## config.mk

```make
export PLATFORM = sky130hd
export DESIGN_NAME = mc_control_fsm
export DESIGN_NICKNAME = d
export VERILOG_FILES = /design/src/rtl/cpu_pkg.sv /design/src/rtl/alu_decoder.sv /design/src/rtl/mc_control_fsm.sv
export SDC_FILE = /design/constraint.sdc
export NUM_CORES = 1
export LEC_CHECK = 0
export CORE_UTILIZATION = 56
export CTS_BUF_LIST = sky130_fd_sc_hd__clkbuf_4 sky130_fd_sc_hd__clkbuf_8
export CTS_CLUSTER_DIAMETER = 120
export CTS_CLUSTER_SIZE = 25
export DETAILED_ROUTE_END_ITERATION = 10
export GPL_ROUTABILITY_DRIVEN = 0
export PLACE_DENSITY = 0.9
export SKIP_CTS_REPAIR_TIMING = 1
export SYNTH_ARGS = -nofsm -noshare
export SYNTH_HDL_FRONTEND = slang
export SYNTH_SLANG_ARGS = --single-unit
```

## constraint.sdc

```tcl
create_clock -name clk -period 3.9 [get_ports clk]
set_input_delay 0.78 -clock clk [delete_from_list [all_inputs] [get_ports clk]]
set_output_delay 0.78 -clock clk [all_outputs]
set_load 0.005 [all_outputs]
```

## src/rtl/cpu_pkg.sv

```systemverilog
// Shared constants for the multi-cycle control unit.
// Contents: opcode and funct codes, ALU control codes, FSM state encoding,
// pc_src / alu_src_b encodings and fault cause codes.
package cpu_pkg;

    localparam logic [5:0] OP_RTYPE = 6'h00;
    localparam logic [5:0] OP_ADDI  = 6'h08;
    localparam logic [5:0] OP_LW    = 6'h23;
    localparam logic [5:0] OP_SW    = 6'h2B;
    localparam logic [5:0] OP_BEQ   = 6'h04;
    localparam logic [5:0] OP_J     = 6'h02;
    localparam logic [5:0] OP_HALT  = 6'h3F;

    localparam logic [5:0] FN_ADD = 6'h20;
    localparam logic [5:0] FN_SUB = 6'h22;
    localparam logic [5:0] FN_AND = 6'h24;
    localparam logic [5:0] FN_OR  = 6'h25;
    localparam logic [5:0] FN_SLT = 6'h2A;

    localparam logic [3:0] ALU_AND = 4'b0000;
    localparam logic [3:0] ALU_OR  = 4'b0001;
    localparam logic [3:0] ALU_ADD = 4'b0010;
    localparam logic [3:0] ALU_SUB = 4'b0110;
    localparam logic [3:0] ALU_SLT = 4'b0111;

    localparam logic [1:0] PC_SRC_ALU    = 2'd0;
    localparam logic [1:0] PC_SRC_BRANCH = 2'd1;
    localparam logic [1:0] PC_SRC_JUMP   = 2'd2;

    localparam logic [1:0] ASB_RT      = 2'd0;
    localparam logic [1:0] ASB_FOUR    = 2'd1;
    localparam logic [1:0] ASB_IMM     = 2'd2;
    localparam logic [1:0] ASB_IMM_SH2 = 2'd3;

    localparam logic [1:0] FC_NONE    = 2'd0;
    localparam logic [1:0] FC_ILLEGAL = 2'd1;
    localparam logic [1:0] FC_TIMEOUT = 2'd2;

    typedef enum logic [3:0] {
        S_FETCH  = 4'd0,
        S_DECODE = 4'd1,
        S_EXEC   = 4'd2,
        S_ADDR   = 4'd3,
        S_MEM    = 4'd4,
        S_WB_R   = 4'd5,
        S_WB_MEM = 4'd6,
        S_BRANCH = 4'd7,
        S_JUMP   = 4'd8,
        S_HALTED = 4'd9,
        S_FAULT  = 4'd10
    } state_e;

endpackage

```

## src/rtl/alu_decoder.sv

```systemverilog
// R-type funct to ALU control map.
// Ports: funct (in)    - funct field of the instruction register
//        alu_ctrl (out) - ALU operation code (ADD when funct is illegal)
//        illegal (out)  - funct is not a supported R-type operation
module alu_decoder
    import cpu_pkg::*;
#(
    parameter int FUNCT_W = 6
) (
    input  logic [FUNCT_W-1:0] funct,
    output logic [3:0]         alu_ctrl,
    output logic               illegal
);

    always_comb begin
        alu_ctrl = ALU_ADD;
        illegal  = 1'b0;
        case (funct)
            FUNCT_W'(FN_ADD): alu_ctrl = ALU_ADD;
            FUNCT_W'(FN_SUB): alu_ctrl = ALU_SUB;
            FUNCT_W'(FN_AND): alu_ctrl = ALU_AND;
            FUNCT_W'(FN_OR):  alu_ctrl = ALU_OR;
            FUNCT_W'(FN_SLT): alu_ctrl = ALU_SLT;
            default:          illegal  = 1'b1;
        endcase
    end

endmodule

```

## src/rtl/mc_control_fsm.sv

```systemverilog
// Multi-cycle control unit: sequences fetch/decode/execute/memory/writeback
// over a unified memory with a req/ack handshake, traps illegal instructions
// and bus timeouts, and counts active cycles and retired instructions.
// Ports: clk, rst (sync, active-high); op, funct, alu_zero, mem_ack (in);
//        memory handshake (mem_req, mem_we, iord), data-path selects and
//        write enables (out); halted, fault, fault_code, cycle_cnt,
//        retired_cnt status (out).
//
// state    | meaning
// FETCH    | read instruction at PC, PC <= PC+4 on ack
// DECODE   | dispatch on op, precompute branch target
// EXEC     | ALU operation for R-type / ADDI
// ADDR     | effective address for LW / SW
// MEM      | data memory access
// WB_R     | register write of ALU result
// WB_MEM   | register write of loaded data
// BRANCH   | BEQ compare, conditional PC load
// JUMP     | PC load from jump target
// HALTED   | HALT executed, terminal
// FAULT    | illegal instruction or bus timeout, terminal
module mc_control_fsm
    import cpu_pkg::*;
#(
    parameter int OP_W    = 6,
    parameter int FUNCT_W = 6,
    parameter int CNT_W   = 32,
    parameter int TIMEOUT = 255
) (
    input  logic               clk,
    input  logic               rst,
    input  logic [OP_W-1:0]    op,
    input  logic [FUNCT_W-1:0] funct,
    input  logic               alu_zero,
    input  logic               mem_ack,
    output logic               mem_req,
    output logic               mem_we,
    output logic               iord,
    output logic               ir_we,
    output logic               pc_we,
    output logic [1:0]         pc_src,
    output logic               reg_we,
    output logic               reg_dst,
    output logic               mem_to_reg,
    output logic               alu_src_a,
    output logic [1:0]         alu_src_b,
    output logic [3:0]         alu_ctrl,
    output logic               halted,
    output logic               fault,
    output logic [1:0]         fault_code,
    output logic [CNT_W-1:0]   cycle_cnt,
    output logic [CNT_W-1:0]   retired_cnt
);

    // Wait timer counts down from TIMEOUT; reaching zero without ack expires.
    localparam int              WAIT_W    = (TIMEOUT > 1) ? $clog2(TIMEOUT + 1) : 1;
    localparam logic [WAIT_W-1:0] WAIT_LOAD = WAIT_W'(TIMEOUT);

    state_e            state_q, state_d;
    logic [WAIT_W-1:0] wait_q;
    logic              wait_expired;
    logic [1:0]        fault_cause;
    logic              retire;
    logic [3:0]        dec_ctrl;
    logic              funct_illegal;
    logic              is_rtype, is_addi, is_lw, is_sw, is_beq, is_j, is_halt;

    assign is_rtype = (op == OP_W'(OP_RTYPE));
    assign is_addi  = (op == OP_W'(OP_ADDI));
    assign is_lw    = (op == OP_W'(OP_LW));
    assign is_sw    = (op == OP_W'(OP_SW));
    assign is_beq   = (op == OP_W'(OP_BEQ));
    assign is_j     = (op == OP_W'(OP_J));
    assign is_halt  = (op == OP_W'(OP_HALT));

    assign wait_expired = (TIMEOUT != 0) && (wait_q == '0);

    alu_decoder #(.FUNCT_W(FUNCT_W)) u_alu_decoder (
        .funct    (funct),
        .alu_ctrl (dec_ctrl),
        .illegal  (funct_illegal)
    );

    always_ff @(posedge clk) begin
        if (rst) begin
            state_q    <= S_FETCH;
            wait_q     <= WAIT_LOAD;
            fault_code <= FC_NONE;
        end else begin
            state_q <= state_d;
            // Reload on every transition so FETCH and MEM start with a full budget.
            if (state_d != state_q) begin
                wait_q <= WAIT_LOAD;
            end else if (!mem_ack && (wait_q != '0)) begin
                wait_q <= wait_q - WAIT_W'(1);
            end
            if ((state_d == S_FAULT) && (state_q != S_FAULT)) begin
                fault_code <= fault_cause;
            end
        end
    end

    always_comb begin
        state_d     = state_q;
        fault_cause = FC_NONE;
        retire      = 1'b0;
        unique case (state_q)
            S_FETCH: begin
                // An ack in the expiry cycle takes priority over the timeout.
                if (mem_ack) begin
                    state_d = S_DECODE;
                end else if (wait_expired) begin
                    state_d     = S_FAULT;
                    fault_cause = FC_TIMEOUT;
                end
            end
            S_DECODE: begin
                if (is_rtype || is_addi) begin
                    state_d = S_EXEC;
                end else if (is_lw || is_sw) begin
                    state_d = S_ADDR;
                end else if (is_beq) begin
                    state_d = S_BRANCH;
                end else if (is_j) begin
                    state_d = S_JUMP;
                end else if (is_halt) begin
                    state_d = S_HALTED;
                    retire  = 1'b1;
                end else begin
                    state_d     = S_FAULT;
                    fault_cause = FC_ILLEGAL;
                end
            end
            S_EXEC: begin
                if (is_rtype && funct_illegal) begin
                    state_d     = S_FAULT;
                    fault_cause = FC_ILLEGAL;
                end else begin
                    state_d = S_WB_R;
                end
            end
            S_ADDR: state_d = S_MEM;
            S_MEM: begin
                if (mem_ack) begin
                    if (is_sw) begin
                        state_d = S_FETCH;
                        retire  = 1'b1;
                    end else begin
                        state_d = S_WB_MEM;
                    end
                end else if (wait_expired) begin
                    state_d     = S_FAULT;
                    fault_cause = FC_TIMEOUT;
                end
            end
            S_WB_R, S_WB_MEM, S_BRANCH, S_JUMP: begin
                state_d = S_FETCH;
                retire  = 1'b1;
            end
            S_HALTED, S_FAULT: state_d = state_q;
            default:           state_d = S_FETCH;
        endcase
    end

    // Gated by rst so a request in flight drops in the reset cycle itself.
    always_comb begin
        mem_req    = 1'b0;
        mem_we     = 1'b0;
        iord       = 1'b0;
        ir_we      = 1'b0;
        pc_we      = 1'b0;
        pc_src     = PC_SRC_ALU;
        reg_we     = 1'b0;
        reg_dst    = 1'b0;
        mem_to_reg = 1'b0;
        alu_src_a  = 1'b0;
        alu_src_b  = ASB_RT;
        alu_ctrl   = ALU_AND;
        if (!rst) begin
            unique case (state_q)
                S_FETCH: begin
                    mem_req   = 1'b1;
                    alu_src_b = ASB_FOUR;
                    alu_ctrl  = ALU_ADD;
                    ir_we     = mem_ack;
                    pc_we     = mem_ack;
                end
                S_DECODE: begin
                    alu_src_b = ASB_IMM_SH2;
                    alu_ctrl  = ALU_ADD;
                end
                S_EXEC: begin
                    alu_src_a = 1'b1;
                    if (is_rtype) begin
                        alu_src_b = ASB_RT;
                        alu_ctrl  = dec_ctrl;
                    end else begin
                        alu_src_b = ASB_IMM;
                        alu_ctrl  = ALU_ADD;
                    end
                end
                S_WB_R: begin
                    reg_we  = 1'b1;
                    reg_dst = is_rtype;
                end
                S_ADDR: begin
                    alu_src_a = 1'b1;
                    alu_src_b = ASB_IMM;
                    alu_ctrl  = ALU_ADD;
                end
                S_MEM: begin
                    mem_req = 1'b1;
                    iord    = 1'b1;
                    mem_we  = is_sw;
                end
                S_WB_MEM: begin
                    reg_we     = 1'b1;
                    mem_to_reg = 1'b1;
                end
                S_BRANCH: begin
                    alu_src_a = 1'b1;
                    alu_src_b = ASB_RT;
                    alu_ctrl  = ALU_SUB;
                    pc_src    = PC_SRC_BRANCH;
                    pc_we     = alu_zero;
                end
                S_JUMP: begin
                    pc_we  = 1'b1;
                    pc_src = PC_SRC_JUMP;
                end
                default: ;
            endcase
        end
    end

    assign halted = (state_q == S_HALTED);
    assign fault  = (state_q == S_FAULT);

    always_ff @(posedge clk) begin
        if (rst) begin
            cycle_cnt   <= '0;
            retired_cnt <= '0;
        end else begin
            if ((state_q != S_HALTED) && (state_q != S_FAULT) && (cycle_cnt != '1)) begin
                cycle_cnt <= cycle_cnt + CNT_W'(1);
            end
            if (retire && (retired_cnt != '1)) begin
                retired_cnt <= retired_cnt + CNT_W'(1);
            end
        end
    end

endmodule

```

**After elaboration in Yosys (flattened, before gate mapping)**

Index checks and enable logic that the tools add are counted.

- Mux-type cells: 56
- Add/sub/neg operators: 3
- Reduce and logical (&&, ||, !) cells: 21
- Equal/unequal tests: 27

Operators with widths:

| operator | count |
|---|---|
| $add 32x1->32 const B | 2 |
| $ne 32x32->1 const B | 2 |
| $eq 6x6->1 const B | 8 |
| $mux 4 | 9 |
| $mux 1 | 31 |
| $pmux 4 s6 | 1 |
| $eq 4x3->1 const B | 4 |
| $eq 4x4->1 const B | 4 |
| $mux 2 | 7 |
| $pmux 3 s4 | 1 |
| $pmux 4 s3 | 1 |
| $eq 4x2->1 const B | 2 |
| $logic_not 8->1 | 1 |
| $ne 4x4->1 const B | 2 |
| $pmux 2 s4 | 1 |
| $reduce_bool 8->1 | 1 |
| $reduce_or 2->1 | 4 |
| $sub 8x1->8 const B | 1 |
| $eq 6x2->1 const B | 1 |
| $eq 6x3->1 const B | 1 |
| $eq 6x4->1 const B | 1 |
| $logic_and 1x1->1 | 6 |
| $logic_not 6->1 | 1 |
| $pmux 1 s3 | 2 |
| 11 further kinds | 13 |

- Output and inout bits: 85
- Logic and storage cells: 112
- Flip-flop bits (word level): 78
- Input port bits: 16

**Logic depth before layout (Yosys ltp)**

Gate-level depths: netlist (run 1).

- Depth after elaboration: 9
- Depth in mapped cells: 9
- Depth with buffers taken out: 8

**By module**

From an unflattened synthesis (run 1), not the netlist that was laid out.

- Cell total of the unflattened synthesis: 559
- Area total of the unflattened synthesis: 4375.4 µm²

Modules (own cells, without submodules):

| module | cells an instance | area an instance (µm²) | sequential area each (µm²) | times used |
|---|---|---|---|---|
| mc_control_fsm | 547 | 4280.4 | 1561.5 | 1 |
| alu_decoder | 12 | 95.1 | 0.0 | 1 |

**Least setup slack after synthesis (run 1)**

OpenSTA, ideal clock, no wires.

- Path type: input -> output
- Start point: input funct[4]
- End point: output alu_ctrl[0]
- Buffers on the path: 0
- Slack: 1.084 ns
- Data required time: 3.120 ns
- Cell stages on the path: 4
- Arrival time: 2.036 ns
- Path through: nand2b_1 -> or4b_2 -> o2bb2a_1 -> nor3_1

- Longest elaborated chain between the ends: 5
- Elaborated cells on any way between the ends: 8
- Those cells by class: eq/ne: 4; mux: 4

Ends and longest elaborated chain:

| what | RTL line | RTL |
|---|---|---|
| from (decl) | mc_control_fsm.sv:32 | `input logic [FUNCT_W-1:0] funct,` |
| $eq 6x6->1 | alu_decoder.sv:18 | `case (funct)` |
| $pmux 3 s4 (*) | alu_decoder.sv:18 |  |
| $mux 4 (*) | mc_control_fsm.sv:193 | `if (is_rtype) begin` |
| $pmux 4 s3 (*) | mc_control_fsm.sv:179 | `unique case (state_q)` |
| $mux 4 (*) | mc_control_fsm.sv:178 | `if (!rst) begin` |
| to (decl) | mc_control_fsm.sv:46 | `output logic [3:0] alu_ctrl,` |

Every way passes the cells marked *; elsewhere a longest branch is shown, timed or not.

**Worst setup path in the final report (run 1)**

Same ends and word-level chain as after synthesis.

==> results.txt, run 1 <==
----------------------------------------------------
[Logic synthesis]
  Post-synthesis register bit count ... a little under 80
  Avg Cell Area, Syn ... approximately 8 sq um
  Synthesized net count ... roughly 580
  Netlist area before placement ... between 4000 and 5000 sq um
  Count of flip-flops with a built-in enable after synthesis ... 0
  Dominant cells by area after synthesis ... sky130_fd_sc_hd__dfxtp_1 35%, sky130_fd_sc_hd__nor2_1 7.0%, sky130_fd_sc_hd__xnor2_1 5.7%
  Cell type with the highest aggregate area in the netlist ... sky130_fd_sc_hd__dfxtp_1
  Top_reg_cell synth ... sky130_fd_sc_hd__dfxtp_1
  Cell count after synthesis ... between 500 and 600
  Count leader, synth ... sky130_fd_sc_hd__nor2_1
  Syn. warnings ... 0
  Cell types with the highest counts after synthesis ... 83 x sky130_fd_sc_hd__nor2_1, 78 x sky130_fd_sc_hd__dfxtp_1, 40 x sky130_fd_sc_hd__nor3_1, 34 x sky130_fd_sc_hd__nand2_1, 33 x sky130_fd_sc_hd__nand3_1
  Share of flip-flops with an asynchronous set or reset ... 0%
  Synth unique cells ... between 60 and 70
  Sequential element share of the synthesized area ... between 30% and 40%
  Yosys top cell area share ... a little over a third

[Timing]
  Worst-margin pin slew ... 1190 ps
  Worst slew margin relative to its limit ... around a fifth
  Crit path time final ... approximately 3800 ps
  Setup TNS ... 0 ps
  Setup-failing EPs final ... 0
  Unrepaired setup endpoints after global routing ... no
  Achievable frequency ... between 0.2 and 0.3 GHz
  Worst clock skew ... between 10 and 15 ps
  Final hold viol count ... 0
  Share of the clock period used by the worst path after layout ... a little over nine tenths
  Total count of max-transition violations in the final report ... 0

[Worst setup path]
  Highest cell delay on the worst timing path ... 640 ps
  Register-to-register path setup slack ... 1010 ps
  Worst Path Required ... between 3000 and 4000 ps
  Setup crit start kind ... primary input
  Critical path endpoint category ... output pin
  Cell repeated most along the worst path ... sky130_fd_sc_hd__clkdlybuf4s50_1
  Worst R2R Path Depth ... 5
  Start of the worst register-to-register path ... state_q[0]
  Slowest stage cell on the critical path ... sky130_fd_sc_hd__or4b_2
  Biggest fanout along the worst timing path ... 3
  Worst setup path category ... primary input to output pin
  Critical Path AT ... roughly 3000 ps
  Worst r2r dst ... retired_cnt[15]
  Chain of cells forming the critical path ... clkdlybuf4s50_1 -> nand2b_1 -> or4b_2 -> o2bb2a_1 -> nor3_1 -> clkdlybuf4s50_1

[Global route]
  First-pass GRT wire length ... 19400 um
  Largest net degree at the start of global routing ... 60
  Antenna violations before repair ... 0
  Grt total ovfl ... 0
  Total routing usage reported by global routing ... between 20 and 30%
  Via count of the first global-routing pass ... between 4k and 5k

[Routing]
  Number of vias in the routed layout ... between 4k and 5k
  Ratio of routed vias to standard cells ... just over 6
  Average wire per cell in the routed design ... between 15 and 20 um
  Routed Wire Length ... ~12000 um
  DRC violation total after the first TritonRoute iteration ... ~250
  DRC errors left ... 0
  Antenna violation net count after detailed routing ... 0
  Iteration count of the initial detailed-routing pass ... 5

[Worst hold path]
  Endpoint of the worst hold-timing path ... fault_code[1]
  Worst hold path depth ... 1
  Start point of the worst hold path ... fault_code[1]
  Min-Delay Path Class ... flip-flop to flip-flop

[Placement]
  IO Port Bufs ... 99
  Post-detailed-placement cell area ... approximately 5500 sq um
  Placed wire-length estimate ... 8490 um

[Clock tree]
  Maximum buffer depth of the clock tree ... 2
  TritonCTS Buffers ... 9
  CTS tree ... built
  Number of sinks handled by clock tree synthesis ... about 80
  H-tree Lvls ... 3
  Root buf cell ... sky130_fd_sc_hd__clkbuf_8
  Clock slew at the register clock pins of the worst setup and hold paths ... ~80 ps
  Clock insertion delay at the later pin of the skew report ... roughly 350 ps

[Power and ir drop]
  P_leak ... 1.88 nW
  Largest voltage drop on the vdd net ... about 0.00025 V
  Pwr/cell area ... 337 nW/um^2

[Floorplanning]
  Area of the core ... 7690 sq um
  Total die area ... 8290 sq um
  Die Width ... about 90 um
  Placement Rows ... 32
  Ports ... 101
  Initial core utilization ... between 50 and 60%
  Overall die height ... slightly above 90 um

[Layout]
  Fraction of final layout cells with drive strength greater than 1 ... under 10%
  Final layout net count ... ~680
  Area delta synth->final ... 29.9%
  Final-layout fill cell count ... about 610
  Summed area of non-filler cells in the final layout ... around 5800 sq um
  # diodes ... 0

[Job]
  Max-Cap Viols ... 0

[Outcome]
  Status ... completed

----------------------------------------------------
[worst max-delay path: cells and delay by family]
kind / cells / cell delay (ps)
compound gates: 1 / 310
buf+inv: 2 / 920
simple gates: 3 / 990
[power by group]
| group | leakage, nW | switching, mW | internal [mW] |
|---|---|---|---|
| combinational | 1.13 | 0.204 | 0.147 |
| clock | 0.121 | 0.303 | 0.442 |
| sequential | 0.630 | 0.0374 | 0.813 |
| total | 1.88 | 0.544 | 1.40 |
[metrics by stage]
step | hold WS, ps | util (%) | instances | power [mW] | setup WS, ps
2_1_floorplan | 465 | - | 562 | 1.07 | 1080
3_3_place_gp | 458 | 71.8 | 746 | 1.20 | 167
3_5_place_dp | 460 | 71.8 | 746 | 1.21 | 110
4_1_cts | 483 | 75.0 | 762 | 1.95 | 112
5_1_grt | 501 | 75.0 | 762 | 2.01 | 56.3
6_report | 479 | 75.0 | 762 | 1.95 | 115
[cell usage in the layout (no fill, tap or decap), types with 3 or more instances in the layout]
master	count
sky130_fd_sc_hd__a211oi_1	5
sky130_fd_sc_hd__a21oi_1	19
sky130_fd_sc_hd__a31oi_1	3
sky130_fd_sc_hd__and2_1	5
sky130_fd_sc_hd__and3_1	9
sky130_fd_sc_hd__and4_1	6
sky130_fd_sc_hd__buf_4	10
sky130_fd_sc_hd__bufinv_16	3
sky130_fd_sc_hd__clkbuf_8	9
sky130_fd_sc_hd__clkdlybuf4s50_1	98
sky130_fd_sc_hd__dfxtp_1	78
sky130_fd_sc_hd__ha_1	4
sky130_fd_sc_hd__inv_1	16
sky130_fd_sc_hd__nand2_1	34
sky130_fd_sc_hd__nand2b_1	7
sky130_fd_sc_hd__nand3_1	33
sky130_fd_sc_hd__nand4_1	24
sky130_fd_sc_hd__nor2_1	83
sky130_fd_sc_hd__nor3_1	39
sky130_fd_sc_hd__nor3b_1	3
sky130_fd_sc_hd__nor4_1	10
sky130_fd_sc_hd__nor4_2	3
sky130_fd_sc_hd__nor4b_1	5
sky130_fd_sc_hd__o211ai_1	7
sky130_fd_sc_hd__o21a_1	4
sky130_fd_sc_hd__o21ai_0	3
sky130_fd_sc_hd__o21ai_1	14
sky130_fd_sc_hd__or2_2	3
sky130_fd_sc_hd__or3_1	15
sky130_fd_sc_hd__or4_1	6
sky130_fd_sc_hd__xnor2_1	29
sky130_fd_sc_hd__xor2_1	25
[sequential cells by signal (all words and copies together) (netlist names)]
signal	count
retired_cnt	32
fault_code	2
state_q	4
cycle_cnt	32
wait_q	8
[kinds of logic (layout without fill, tap and decap cells)]
kind of cell	count (synthesis)	after routing	share of synthesized area [%]
mux	3	3	0.705
xor+xnor	54	54	10.7
simple gates	302	302	36.6
compound gates	76	76	11.8
other cells	1	1	0.0845
fa+ha+maj	4	4	1.13
buf+inv	44	142	3.92
flops	78	78	35.2
[area by class of cell]
| cell class | instances | area [sq um] | area share [%] |
|---|---|---|---|
| inverter | 17 | 63.8 | 1.11 |
| clock inverter | 5 | 106 | 1.84 |
| multi-input combinational | 440 | 2710 | 47.0 |
| clock buffer | 11 | 139 | 2.41 |
| sequential | 78 | 1560 | 27.1 |
| timing repair buffer | 109 | 1060 | 18.4 |
| tap | 102 | 128 | 2.21 |
[per-layer routing]
layer	global-route usage, %	up-vias	part of all wire, %
li1	-	2220	-
met1	34.9	2206	42
met2	49.6	183	51
met3	4.19	29	5.7
met4	11.2	0	2.2
met5	0	-	0
[worst max-delay path by stage]
stage,from,endpoint,slack (ps),cells past startpoint
after detailed placement,funct[4],alu_ctrl[0],110,6
after floorplan,funct[4],alu_ctrl[0],1080,4
after global placement,op[2],alu_ctrl[2],170,8
after CTS,funct[4],alu_ctrl[0],110,6
after global routing,funct[4],alu_ctrl[0],60,6
final,funct[4],alu_ctrl[0],110,6
No activity file was read; power rests on OpenSTA's default activity.
==> inputs of run 2 (changes only) <==
--- a/config.mk
+++ b/config.mk
@@ -12,6 +12,7 @@
 export DETAILED_ROUTE_END_ITERATION = 10
 export GPL_ROUTABILITY_DRIVEN = 0
 export PLACE_DENSITY = 0.9
+export REMOVE_ABC_BUFFERS = 1
 export SKIP_CTS_REPAIR_TIMING = 1
 export SYNTH_ARGS = -nofsm -noshare
 export SYNTH_HDL_FRONTEND = slang
==> run 2 against run 1 <==
  * Clock power fell by 22%
  * Cell count decreased by 0.13%
  * Wire length shrank 1.9%
  * Worst setup slack got worse by 17 ps
  * Global-route usage shrank 0.24 points
  * Utilization down 0.77 points
  * Maximum frequency shrank 0.46%
  * Via count fell by 1.9%
  * Sequential cell count is the same
  * Count of clock-buffer cells in the layout decreased by 2
==> results.txt, run 2 (synthesized netlist as in run 1, its figures left out) <==
----------------------------------------------------
[Global route]
  Largest net degree at the start of global routing ... 51 (-15%)
  Antenna violations before repair ... 0 (unchanged)
  First-pass GRT wire length ... 19200 um (-1.3%)
  Grt total ovfl ... 0 (unchanged)
  Total routing usage reported by global routing ... 28.1% (-0.24 points)
  Via count of the first global-routing pass ... 4223 (-0.47%)

[Power and ir drop]
  Pwr/cell area ... 311 nW/um^2 (-7.7%)
  Logic gate share of total power ... 18.9% (+0.9 points)
  Largest voltage drop on the vdd net ... 0.000211 V (-16%)
  Portion of total power attributed to the clock network ... 32.9% (-5.4 points)
  P_leak ... 1.85 nW (-1.2%)
  Internal power component ... 1.25 mW (-11%)
  Sw Ratio ... 29.6% (+1.7 points)
  Register share of total power ... 48.2% (+4.5 points)
  Net switching power of the design ... 0.527 mW (-3.2%)

[Routing]
  Number of vias in the routed layout ... 4550 (-1.9%)
  Iteration count of the initial detailed-routing pass ... 5 (unchanged)
  Average wire per cell in the routed design ... 15.3 um (-1.8%)
  DRC violation total after the first TritonRoute iteration ... 229 (-9.8%)
  DRC errors left ... 0 (unchanged)
  Routed Wire Length ... 11700 um (-1.9%)
  Ratio of routed vias to standard cells ... 5.98 (-1.8%)
  Antenna violation net count after detailed routing ... 0 (unchanged)

[Outcome]
  Status ... completed

[Clock tree]
  CTS tree ... built
  Maximum buffer depth of the clock tree ... 2 (unchanged)
  Clock insertion delay at the later pin of the skew report ... 340 ps (about the same)
  Clock slew at the register clock pins of the worst setup and hold paths ... 80 ps (about the same)
  H-tree Lvls ... 3 (unchanged)
  Number of sinks handled by clock tree synthesis ... 78 (unchanged)
  Root buf cell ... sky130_fd_sc_hd__clkbuf_8
  TritonCTS Buffers ... 9 (unchanged)

[Timing]
  Crit path time final ... 3800 ps (+17.4 ps)
  Worst slew margin relative to its limit ... 49.2% (+29 points)
  Achievable frequency ... 0.263 GHz (-0.46%)
  Total count of max-transition violations in the final report ... 0 (unchanged)
  Share of the clock period used by the worst path after layout ... 97.5% (+0.44 points)
  Worst-margin pin slew ... 762 ps (-432 ps)
  Min setup slack post-route ... 97.4 ps (-17.4 ps)
  Setup-failing EPs final ... 0 (unchanged)
  Worst clock skew ... 11.2 ps (+0.772 ps)
  Final-layout worst hold slack ... 481 ps (+1.28 ps)
  Final hold viol count ... 0 (unchanged)
  Setup TNS ... 0 ps (unchanged)
  Unrepaired setup endpoints after global routing ... no

[Layout]
  Utilization of the core after routing ... 74.3% (-0.77 points)
  Most frequent cells in the layout ... 98 x sky130_fd_sc_hd__clkdlybuf4s50_1, 83 x sky130_fd_sc_hd__nor2_1, 78 x sky130_fd_sc_hd__dfxtp_1
  Summed area of non-filler cells in the final layout ... 5710 sq um (-1.0%)
  Area delta synth->final ... 28.6%
  Final-layout fill cell count ... 600 (-1.2%)
  Fraction of final layout cells with drive strength greater than 1 ... 6.68% (-0.14 points)
  Most common cell after layout, fill and taps aside ... sky130_fd_sc_hd__clkdlybuf4s50_1
  # diodes ... 0 (unchanged)
  Final layout net count ... 675 (unchanged)
  Largest registers ranked by flip-flop count ... cycle_cnt x32, retired_cnt x32, wait_q x8

[Placement]
  Placed wire-length estimate ... 8440 um (-0.60%)
  Post-detailed-placement cell area ... 5520 sq um (unchanged)
  IO Port Bufs ... 99 (unchanged)
  Setup WS pre-CTS ... 121 ps (+11.4 ps)

[Worst setup path]
  Critical path endpoint category ... output pin
  Buffer and inverter count on the worst path ... 2 (unchanged)
  Worst Path Required ... 3120 ps (about the same)
  Gate family responsible for the most delay along the worst path ... simple AND/OR/NAND/NOR gates
  Biggest fanout along the worst timing path ... 3 (unchanged)
  Critical Path AT ... 3020 ps (about the same)
  Register-to-register path setup slack ... 1200 ps (+190 ps)
  Worst setup path category ... primary input to output pin
  Cell repeated most along the worst path ... sky130_fd_sc_hd__clkdlybuf4s50_1
  Slowest stage cell on the critical path ... sky130_fd_sc_hd__or4b_2
  Setup crit start kind ... primary input
  Highest cell delay on the worst timing path ... 630 ps (about the same)
  Chain of cells forming the critical path ... clkdlybuf4s50_1 -> nand2b_1 -> or4b_2 -> o2bb2a_1 -> nor3_1 -> clkdlybuf4s50_1

[Floorplanning]
  Overall die height ... 91.0 um (unchanged)
  Total die area ... 8290 sq um (unchanged)
  Die Width ... 91.0 um (unchanged)
  Initial core utilization ... 57.7% (unchanged)
  Ports ... 101 (unchanged)
  Area of the core ... 7690 sq um (unchanged)
  Placement Rows ... 32 (unchanged)

[Worst hold path]
  Min-Delay Path Class ... flip-flop to flip-flop

[Job]
  Max-Cap Viols ... 0 (unchanged)

----------------------------------------------------
-- run 2: cell types whose count changed in the layout (fill, tap and decap cells not counted) --
cell	change
sky130_fd_sc_hd__bufinv_16	-2
sky130_fd_sc_hd__clkbuf_4	-2
sky130_fd_sc_hd__clkinv_4	+1
sky130_fd_sc_hd__clkinvlp_4	-1
sky130_fd_sc_hd__clkinv_2	+3
-- run 2: worst register-to-register path: stages, from the launching register on --
cell and delay [ps]:
sky130_fd_sc_hd__dfxtp_1 820, sky130_fd_sc_hd__nor4b_2 510, sky130_fd_sc_hd__a221oi_1 210, sky130_fd_sc_hd__or3b_1 570, sky130_fd_sc_hd__or3_1 400, sky130_fd_sc_hd__a21oi_1 150
-- run 2: layout make-up --
class	count	area, sq um	area share [%]
multi-input combinational	440	2710	47.4
tap	102	128	2.24
timing repair buffer	109	1060	18.6
inverter	17	63.8	1.12
sequential	78	1560	27.4
clock inverter	6	62.6	1.10
clock buffer	9	124	2.17
-- run 2: metrics by stage --
| stage | power [mW] | cells |
|---|---|---|
| after floorplan | 1.05 | 535 |
| after global placement | 1.19 | 746 |
| after detailed placement | 1.20 | 746 |
| after CTS | 1.78 | 761 |
| after global routing | 1.85 | 761 |
| final | 1.78 | 761 |
-- run 2: metal layers --
metal	wire, um	GRT usage, %	up-vias	share of wire [%]
met5	0	0	-	0
met2	5690	48.5	161	49
met1	5120	35.5	2149	44
met3	697	4.10	15	6.0
met4	172	10.4	0	1.5
li1	-	-	2225	-
-- run 2: final timing paths --
check / startpoint / endpoint / cells after the start
setup / recovery: funct[4] / alu_ctrl[0] / 6
hold / removal: fault_code[0] / fault_code[0] / 1
setup reg to reg: state_q[0] / retired_cnt[19] / 5
hold reg to reg: fault_code[0] / fault_code[0] / 1
-- run 2: power by group through the flow --
stage / Sequential, mW / Combinational, mW / Clock, mW
5_1_grt: 0.860 / 0.363 / 0.629
3_5_place_dp: 0.873 / 0.329 / 0
6_report: 0.857 / 0.337 / 0.584
4_1_cts: 0.855 / 0.331 / 0.592
2_1_floorplan: 0.862 / 0.188 / 0
3_3_place_gp: 0.871 / 0.320 / 0
==> inputs of run 3 (changes only) <==
--- a/config.mk
+++ b/config.mk
@@ -14,6 +14,7 @@
 export PLACE_DENSITY = 0.9
 export REMOVE_ABC_BUFFERS = 1
 export SKIP_CTS_REPAIR_TIMING = 1
+export SLEW_MARGIN = 20
 export SYNTH_ARGS = -nofsm -noshare
 export SYNTH_HDL_FRONTEND = slang
 export SYNTH_SLANG_ARGS = --single-unit
==> results of run 3 <==
The final DEF is identical to that of run 2; final timing and power are the same.
